## src/rtl/lenet_argmax.sv

```systemverilog
// rtl/lenet_argmax.sv - sequential argmax over the ten LeNet-5 class scores
//
// Purpose:
//   Captures ten signed class scores on a rising edge of the layer-3 ready
//   signal and scans them one comparison per clock. It then publishes the
//   winning class index and its score together with a one-cycle valid pulse.
//   Ties resolve to the lowest index.
//
// Optional feature:
//   LENET_ARGMAX_OVERRUN_EN - adds a sticky 'overrun' output. It flags a
//   start edge that arrived while a capture/scan was still in progress.
//
// Ports:
//   clk            in   single clock, rising edge
//   rst            in   synchronous active-high reset
//   ready_in       in   layer-3 ready; 0->1 transition starts a capture
//   score0..score9 in   signed SCORE_W-bit class scores
//   class_idx      out  index of the maximum score, held until next result
//   max_score      out  maximum score value, held until next result
//   valid          out  one-cycle pulse when class_idx/max_score update
//   busy           out  high while capture/scan is in progress
//   overrun        out  sticky start-while-busy flag (LENET_ARGMAX_OVERRUN_EN only)

module lenet_argmax #(
  parameter int NUM_CLASSES = 10,
  parameter int SCORE_W     = 32,
  parameter int IDX_W       = 4
) (
  input  logic                      clk,
  input  logic                      rst,
  input  logic                      ready_in,
  input  logic signed [SCORE_W-1:0] score0,
  input  logic signed [SCORE_W-1:0] score1,
  input  logic signed [SCORE_W-1:0] score2,
  input  logic signed [SCORE_W-1:0] score3,
  input  logic signed [SCORE_W-1:0] score4,
  input  logic signed [SCORE_W-1:0] score5,
  input  logic signed [SCORE_W-1:0] score6,
  input  logic signed [SCORE_W-1:0] score7,
  input  logic signed [SCORE_W-1:0] score8,
  input  logic signed [SCORE_W-1:0] score9,
  output logic        [IDX_W-1:0]   class_idx,
  output logic signed [SCORE_W-1:0] max_score,
  output logic                      valid,
  output logic                      busy
`ifdef LENET_ARGMAX_OVERRUN_EN
  ,
  output logic                      overrun
`endif
);

  localparam logic [1:0] ST_IDLE = 2'd0;
  localparam logic [1:0] ST_SCAN = 2'd1;
  localparam logic [1:0] ST_DONE = 2'd2;

  localparam logic [IDX_W-1:0] IDX_ZERO = '0;
  localparam logic [IDX_W-1:0] IDX_ONE  = {{(IDX_W-1){1'b0}}, 1'b1};
  localparam logic [IDX_W-1:0] IDX_LAST = IDX_W'(NUM_CLASSES - 1);

  // Control state
  logic [1:0]                state_q,     state_d;
  logic                      ready_dly_q, ready_dly_d;
  logic [IDX_W-1:0]          idx_q,       idx_d;
  logic                      busy_q,      busy_d;

  // Running best during the scan
  logic signed [SCORE_W-1:0] best_q,      best_d;
  logic [IDX_W-1:0]          best_idx_q,  best_idx_d;

  // Published result
  logic [IDX_W-1:0]          class_idx_q, class_idx_d;
  logic signed [SCORE_W-1:0] max_score_q, max_score_d;
  logic                      valid_q,     valid_d;

  // Snapshot of the scores taken at the start edge; the live inputs are
  // free to change once the capture has happened.
  logic signed [SCORE_W-1:0] score_buf_q [NUM_CLASSES];
  logic signed [SCORE_W-1:0] score_buf_d [NUM_CLASSES];

  logic                      start;

`ifdef LENET_ARGMAX_OVERRUN_EN
  logic                      overrun_q,   overrun_d;
`endif

  assign start = ready_in & ~ready_dly_q;

  always_comb begin
    state_d     = state_q;
    ready_dly_d = ready_in;
    idx_d       = idx_q;
    busy_d      = busy_q;
    best_d      = best_q;
    best_idx_d  = best_idx_q;
    class_idx_d = class_idx_q;
    max_score_d = max_score_q;
    valid_d     = 1'b0;
    for (int k = 0; k < NUM_CLASSES; k++) begin
      score_buf_d[k] = score_buf_q[k];
    end

    case (state_q)
      ST_IDLE: begin
        if (start) begin
          score_buf_d[0] = score0;
          score_buf_d[1] = score1;
          score_buf_d[2] = score2;
          score_buf_d[3] = score3;
          score_buf_d[4] = score4;
          score_buf_d[5] = score5;
          score_buf_d[6] = score6;
          score_buf_d[7] = score7;
          score_buf_d[8] = score8;
          score_buf_d[9] = score9;
          // Entry 0 seeds the running best, so the scan starts at entry 1.
          best_d     = score0;
          best_idx_d = IDX_ZERO;
          idx_d      = IDX_ONE;
          busy_d     = 1'b1;
          state_d    = ST_SCAN;
        end
      end

      ST_SCAN: begin
        // Strict greater-than keeps the earliest index on ties.
        if (score_buf_q[idx_q] > best_q) begin
          best_d     = score_buf_q[idx_q];
          best_idx_d = idx_q;
        end
        if (idx_q == IDX_LAST) begin
          idx_d   = IDX_ZERO;
          state_d = ST_DONE;
        end else begin
          idx_d = idx_q + IDX_ONE;
        end
      end

      ST_DONE: begin
        class_idx_d = best_idx_q;
        max_score_d = best_q;
        valid_d     = 1'b1;
        busy_d      = 1'b0;
        state_d     = ST_IDLE;
      end

      default: begin
        idx_d   = IDX_ZERO;
        busy_d  = 1'b0;
        state_d = ST_IDLE;
      end
    endcase
  end

`ifdef LENET_ARGMAX_OVERRUN_EN
  always_comb begin
    overrun_d = overrun_q;
    if (start && busy_q) begin
      overrun_d = 1'b1;
    end
  end

  always_ff @(posedge clk) begin
    if (rst) begin
      overrun_q <= 1'b0;
    end else begin
      overrun_q <= overrun_d;
    end
  end

  assign overrun = overrun_q;
`endif

  always_ff @(posedge clk) begin
    if (rst) begin
      state_q     <= ST_IDLE;
      ready_dly_q <= 1'b0;
      idx_q       <= IDX_ZERO;
      busy_q      <= 1'b0;
      best_q      <= '0;
      best_idx_q  <= IDX_ZERO;
      class_idx_q <= IDX_ZERO;
      max_score_q <= '0;
      valid_q     <= 1'b0;
    end else begin
      state_q     <= state_d;
      ready_dly_q <= ready_dly_d;
      idx_q       <= idx_d;
      busy_q      <= busy_d;
      best_q      <= best_d;
      best_idx_q  <= best_idx_d;
      class_idx_q <= class_idx_d;
      max_score_q <= max_score_d;
      valid_q     <= valid_d;
    end
  end

  // The score buffer is only ever read after a capture, so it needs no reset.
  always_ff @(posedge clk) begin
    for (int k = 0; k < NUM_CLASSES; k++) begin
      score_buf_q[k] <= score_buf_d[k];
    end
  end

  assign class_idx = class_idx_q;
  assign max_score = max_score_q;
  assign valid     = valid_q;
  assign busy      = busy_q;

endmodule

```

## config.mk

```make
export PLATFORM = sky130hd
export DESIGN_NAME = lenet_argmax
export DESIGN_NICKNAME = d
export VERILOG_FILES = /design/src/rtl/lenet_argmax.sv
export SDC_FILE = /design/constraint.sdc
export NUM_CORES = 1
export LEC_CHECK = 0
export BUFFER_PORTS_ARGS = -buffer_cell sky130_fd_sc_hd__buf_2
export CAP_MARGIN = 20
export CORE_ASPECT_RATIO = 1.1
export CORE_UTILIZATION = 47
export DETAILED_ROUTE_END_ITERATION = 8
export GPL_ROUTABILITY_DRIVEN = 0
export PLACE_DENSITY = 0.74
export SYNTH_ARGS = -nofsm -noshare
export SYNTH_HDL_FRONTEND = slang
export SYNTH_SLANG_ARGS = --single-unit
```

## constraint.sdc

```tcl
create_clock -name clk -period 13.1 [get_ports clk]
set_input_delay 0 -clock clk [delete_from_list [all_inputs] [get_ports clk]]
set_output_delay 0 -clock clk [all_outputs]
set_load 0.02 [all_outputs]
```

==> flow_results.xml <==
<?xml version="1.0" encoding="UTF-8"?>
<metrics>
  <group name="status">
    <metric name="run_status" unit="">complete, no violations</metric>
  </group>
  <group name="sta">
    <metric name="fin_worst_skew" unit="ns">0.0159</metric>
    <metric name="finalHoldViolCount" unit="">0</metric>
    <metric name="grt_setup_unrepaired" unit="">false</metric>
    <metric name="worst_slack" unit="ns">7.08</metric>
    <metric name="post-route-period-util" unit="">0.459</metric>
    <metric name="worst-slew-pin-transition" unit="ns">1.13</metric>
    <metric name="post-route-min-period" unit="ns">6.02</metric>
    <metric name="fmax" unit="MHz">166</metric>
    <metric name="worst_slew_margin_rel" unit="">0.244</metric>
    <metric name="setup_violations" unit="">0</metric>
    <metric name="tns" unit="ns">0</metric>
    <metric name="maxSlewViolCount" unit="">0</metric>
  </group>
  <group name="place">
    <metric name="preCtsSetupSlack" unit="ns">7.16</metric>
    <metric name="port_buffers" unit="">360</metric>
    <metric name="dp.final_hpwl" unit="µm">27800</metric>
  </group>
  <group name="synth">
    <metric name="share_of_flip_flops_with_an_asynchronous_set_or_reset" unit="">0</metric>
    <metric name="synth_edf_count" unit="">320</metric>
    <metric name="synth_area" unit="µm²">16500</metric>
    <metric name="dominantRegCellSynth" unit="">sky130_fd_sc_hd__edfxtp_1</metric>
    <metric name="synth_most_common_cell" unit="">sky130_fd_sc_hd__edfxtp_1</metric>
    <metric name="distinct_cell_type_count_of_the_synthesized_netlist" unit="">48</metric>
    <metric name="ys_top_cells_by_area" unit="">sky130_fd_sc_hd__edfxtp_1 (58%), sky130_fd_sc_hd__dfxtp_1 (10%), sky130_fd_sc_hd__mux4_2 (8.7%)</metric>
    <metric name="synth_area_per_cell" unit="µm²">16.0</metric>
    <metric name="synth.top_cell.area_share" unit="">0.581</metric>
    <metric name="proportion_of_synthesized_chip_area_in_sequential_cells" unit="">0.683</metric>
    <metric name="syn_nets" unit="">1394</metric>
    <metric name="yosys_register_bits" unit="">405</metric>
    <metric name="synth_commonest_cells" unit="">sky130_fd_sc_hd__edfxtp_1 (320), sky130_fd_sc_hd__a21oi_1 (91), sky130_fd_sc_hd__dfxtp_1 (85)</metric>
    <metric name="netlist_instances" unit="">1037</metric>
    <metric name="synthDominantAreaCellType" unit="">sky130_fd_sc_hd__edfxtp_1</metric>
    <metric name="synthesis.yosys.warnings" unit="">0</metric>
  </group>
  <group name="route">
    <metric name="dr_total_vias" unit="">12100</metric>
    <metric name="wl_per_cell" unit="µm">22.9</metric>
    <metric name="number_of_antenna_violating_nets_in_the_routed_design" unit="">0</metric>
    <metric name="vias_per_cell" unit="">5.54</metric>
    <metric name="detailedRoute.firstPassIterationCount" unit="">7</metric>
    <metric name="drcViolationCount" unit="">0</metric>
    <metric name="first_iter_violations" unit="">977</metric>
    <metric name="routed_wirelength" unit="µm">49900</metric>
  </group>
  <group name="power_and_ir_drop">
    <metric name="cellInternalPower" unit="mW">2.41</metric>
    <metric name="static_leak" unit="nW">8.67</metric>
    <metric name="irDropWorstVdd" unit="V">0.000128</metric>
    <metric name="p_seq_frac" unit="">0.479</metric>
    <metric name="power.share.combinational" unit="">0.140</metric>
    <metric name="clockPowerShare" unit="">0.382</metric>
    <metric name="switchingPower" unit="µW">771</metric>
    <metric name="power_switching_share" unit="">0.242</metric>
    <metric name="pnr_total_power" unit="mW">3.18</metric>
    <metric name="power-per-cell-area" unit="nW/µm²">137</metric>
  </group>
  <group name="worst_setup_path">
    <metric name="critical_path_start_end_classification" unit="">flip-flop to flip-flop</metric>
    <metric name="r2r-end" unit="">best_q[6]$_SDFFE_PP0P_</metric>
    <metric name="cp-end-kind" unit="">flip-flop</metric>
    <metric name="r2r_setup_slack" unit="ns">7.08</metric>
    <metric name="required_time_of_the_critical_path" unit="ns">13.54</metric>
    <metric name="timing.critical_path.fanout_max" unit="">47</metric>
    <metric name="timing.reg2reg.worst_path_depth" unit="">14</metric>
    <metric name="worst-endpoint-arrival" unit="ns">6.46</metric>
    <metric name="sort_of_element_at_the_start_of_the_critical_path" unit="">flip-flop</metric>
  </group>
  <group name="hold_path">
    <metric name="holdPathStages" unit="">2</metric>
    <metric name="hold_start" unit="">score4[28]</metric>
    <metric name="hold_crit_class" unit="">input pin to flip-flop</metric>
    <metric name="hold_path_end" unit="">score_buf_q[4][28]$_DFFE_PP_</metric>
  </group>
  <group name="cts">
    <metric name="cts.sink_count" unit="">405</metric>
    <metric name="cts_buffer_depth" unit="">3</metric>
    <metric name="tritoncts.num_buffers" unit="">42</metric>
    <metric name="cts.repair_timing.setup_buffer_count" unit="">0</metric>
    <metric name="tritoncts_clock_tree" unit="">done</metric>
    <metric name="cts_htree_levels" unit="">2</metric>
    <metric name="clock_insertion_delay_worst_skew" unit="ns">0.55</metric>
    <metric name="clk_pin_slew" unit="ns">0.06</metric>
    <metric name="post_cts.resized_instances" unit="">0</metric>
    <metric name="clock_tree.root_cell" unit="">sky130_fd_sc_hd__clkbuf_16</metric>
  </group>
  <group name="global_routing">
    <metric name="antenna_found_initial" unit="">9</metric>
    <metric name="grtUsageTotal" unit="">0.272</metric>
    <metric name="grt_max_degree" unit="">144</metric>
    <metric name="globalRoute.totalOverflow" unit="">0</metric>
    <metric name="number_of_global_route_vias_before_repair" unit="">12800</metric>
    <metric name="grt_first_pass_wirelength" unit="µm">72900</metric>
  </group>
  <group name="floorplanning">
    <metric name="placementRows" unit="">71</metric>
    <metric name="dieArea" unit="µm²">36000</metric>
    <metric name="ports_placed_on_the_boundary" unit="">361</metric>
    <metric name="dieHeight" unit="µm">199</metric>
    <metric name="die_w" unit="µm">181</metric>
    <metric name="initial_core_util" unit="">0.480</metric>
    <metric name="fp.coreArea" unit="µm²">34500</metric>
  </group>
  <group name="final_layout">
    <metric name="syn2layout_area_growth" unit="%">40.2</metric>
    <metric name="post_route_cells_drive_above_1_share" unit="">0.311</metric>
    <metric name="design.final.nets" unit="">2057</metric>
    <metric name="n_fill_cell" unit="">2279</metric>
  </group>
  <group name="run">
    <metric name="max_cap_viol_count" unit="">0</metric>
  </group>
</metrics>
-- critical path, stage by stage (launching register included) --
cell                       delay (ns)
sky130_fd_sc_hd__dfxtp_4         0.39
sky130_fd_sc_hd__buf_4           0.73
sky130_fd_sc_hd__buf_4           0.82
sky130_fd_sc_hd__mux4_2          0.61
sky130_fd_sc_hd__nor2b_1         0.14
sky130_fd_sc_hd__a211oi_1        0.30
sky130_fd_sc_hd__a21oi_1         0.11
sky130_fd_sc_hd__ha_1            0.53
sky130_fd_sc_hd__nand4_4         0.18
sky130_fd_sc_hd__nor4_4          0.33
sky130_fd_sc_hd__a31oi_2         0.19
sky130_fd_sc_hd__or3b_1          0.65
sky130_fd_sc_hd__buf_4           0.37
sky130_fd_sc_hd__a31oi_1         0.12
sky130_fd_sc_hd__a311oi_1        0.32
-- metal layers --
layer  track usage  vias up  part of all wire
li1              -     5410                 -
met1         0.315     5873              0.37
met2         0.483      623              0.51
met3        0.0461      160             0.067
met4         0.150        2             0.050
met5             0        -           0.00022
-- registers in the layout (all words and copies together), names as in the netlist, named ones only --
register and count:
class_idx 4, best_q 32, state_q 2, idx_q 4, max_score 32, score_buf_q 320, valid 1, best_idx_q 4
ready_dly_q 1, busy 1
-- stage by stage --
stage / std cells / hold slack [ns] / utilization / cell area (µm²)
2_1_floorplan: 1037 / 0.0989 / - / 16500
3_3_place_gp: 1773 / 0.176 / 0.539 / 18600
3_5_place_dp: 1773 / 0.178 / 0.539 / 18600
4_1_cts: 2172 / 0.138 / 0.672 / 23200
5_1_grt: 2180 / 0.157 / 0.673 / 23200
6_report: 2180 / 0.157 / 0.673 / 23200
-- power by group through the flow --
stage	registers (mW)	logic [mW]	clock network [mW]
floorplan	1.54	0.249	0
global placement	1.54	0.344	0
detailed placement	1.55	0.354	0
CTS	1.52	0.432	1.21
global route	1.53	0.478	1.28
finish	1.52	0.445	1.22
-- final cells by class --
cell class                      count  area (µm²)  share of cell area
Inverter                           33         131             0.00566
Antenna cell                        8        20.0            0.000863
Clock buffer                       56        1170              0.0503
Clock inverter                     22         213             0.00917
Multi-Input combinational cell    528        4720               0.203
Timing Repair Buffer              690        5080               0.219
Tap cell                          438         548              0.0236
Sequential cell                   405       11300               0.488
-- cells in the final DEF, fill, tap and decap left out, types with 7 or more instances in the layout --
master,synthesis,final
sky130_fd_sc_hd__nand4_1,10,10
sky130_fd_sc_hd__diode_2,0,8
sky130_fd_sc_hd__clkinv_1,0,10
sky130_fd_sc_hd__ha_1,34,34
sky130_fd_sc_hd__dfxtp_1,85,81
sky130_fd_sc_hd__mux2_2,33,33
sky130_fd_sc_hd__nand2_1,80,80
sky130_fd_sc_hd__a311oi_1,31,31
sky130_fd_sc_hd__a211oi_1,33,33
sky130_fd_sc_hd__mux4_2,64,64
sky130_fd_sc_hd__buf_2,17,360
sky130_fd_sc_hd__nor2b_1,35,33
sky130_fd_sc_hd__edfxtp_1,320,320
sky130_fd_sc_hd__clkbuf_1,33,11
sky130_fd_sc_hd__a31oi_1,32,32
sky130_fd_sc_hd__nor2_1,11,11
sky130_fd_sc_hd__a21oi_1,91,91
sky130_fd_sc_hd__buf_4,7,9
sky130_fd_sc_hd__dlygate4sd3_1,0,321
sky130_fd_sc_hd__o21ai_0,7,7
sky130_fd_sc_hd__clkbuf_16,0,45
sky130_fd_sc_hd__inv_1,33,32
sky130_fd_sc_hd__mux2i_1,32,32
-- repair_timing --
action | 4_1_cts | 5_1_grt
endpoints found under the setup margin | 0 | 0
hold endpoints to repair | 326 | 0
hold buffers | 321 | 0
-- how the worst max path moves through the flow --
stage / start / end / cells past startpoint
after floorplan: state_q[1]$_SDFFE_PP0P_ / score_buf_q[0][0]$_DFFE_PP_ / 5
after global placement: flip-flop / best_q[9]$_SDFFE_PP0P_ / 14
after detailed placement: flip-flop / best_q[27]$_SDFFE_PP0P_ / 14
after CTS: flip-flop / best_q[27]$_SDFFE_PP0P_ / 14
after global routing: flip-flop / best_q[9]$_SDFFE_PP0P_ / 14
final: flip-flop / best_q[6]$_SDFFE_PP0P_ / 14
-- cells by family (layout without fill, tap and decap cells) --
logic type                 Yosys count  count (layout)  synth area share
and+or+nand+nor                    158             158            0.0482
buffers and inverters              104             801            0.0330
adders and majority gates           34              34            0.0257
other                                0               8                 0
AOI/OAI and AO/OA                  207             207            0.0807
DFF                                405             405             0.683
muxes                              129             129             0.129
No activity file was read; power rests on OpenSTA's default activity.
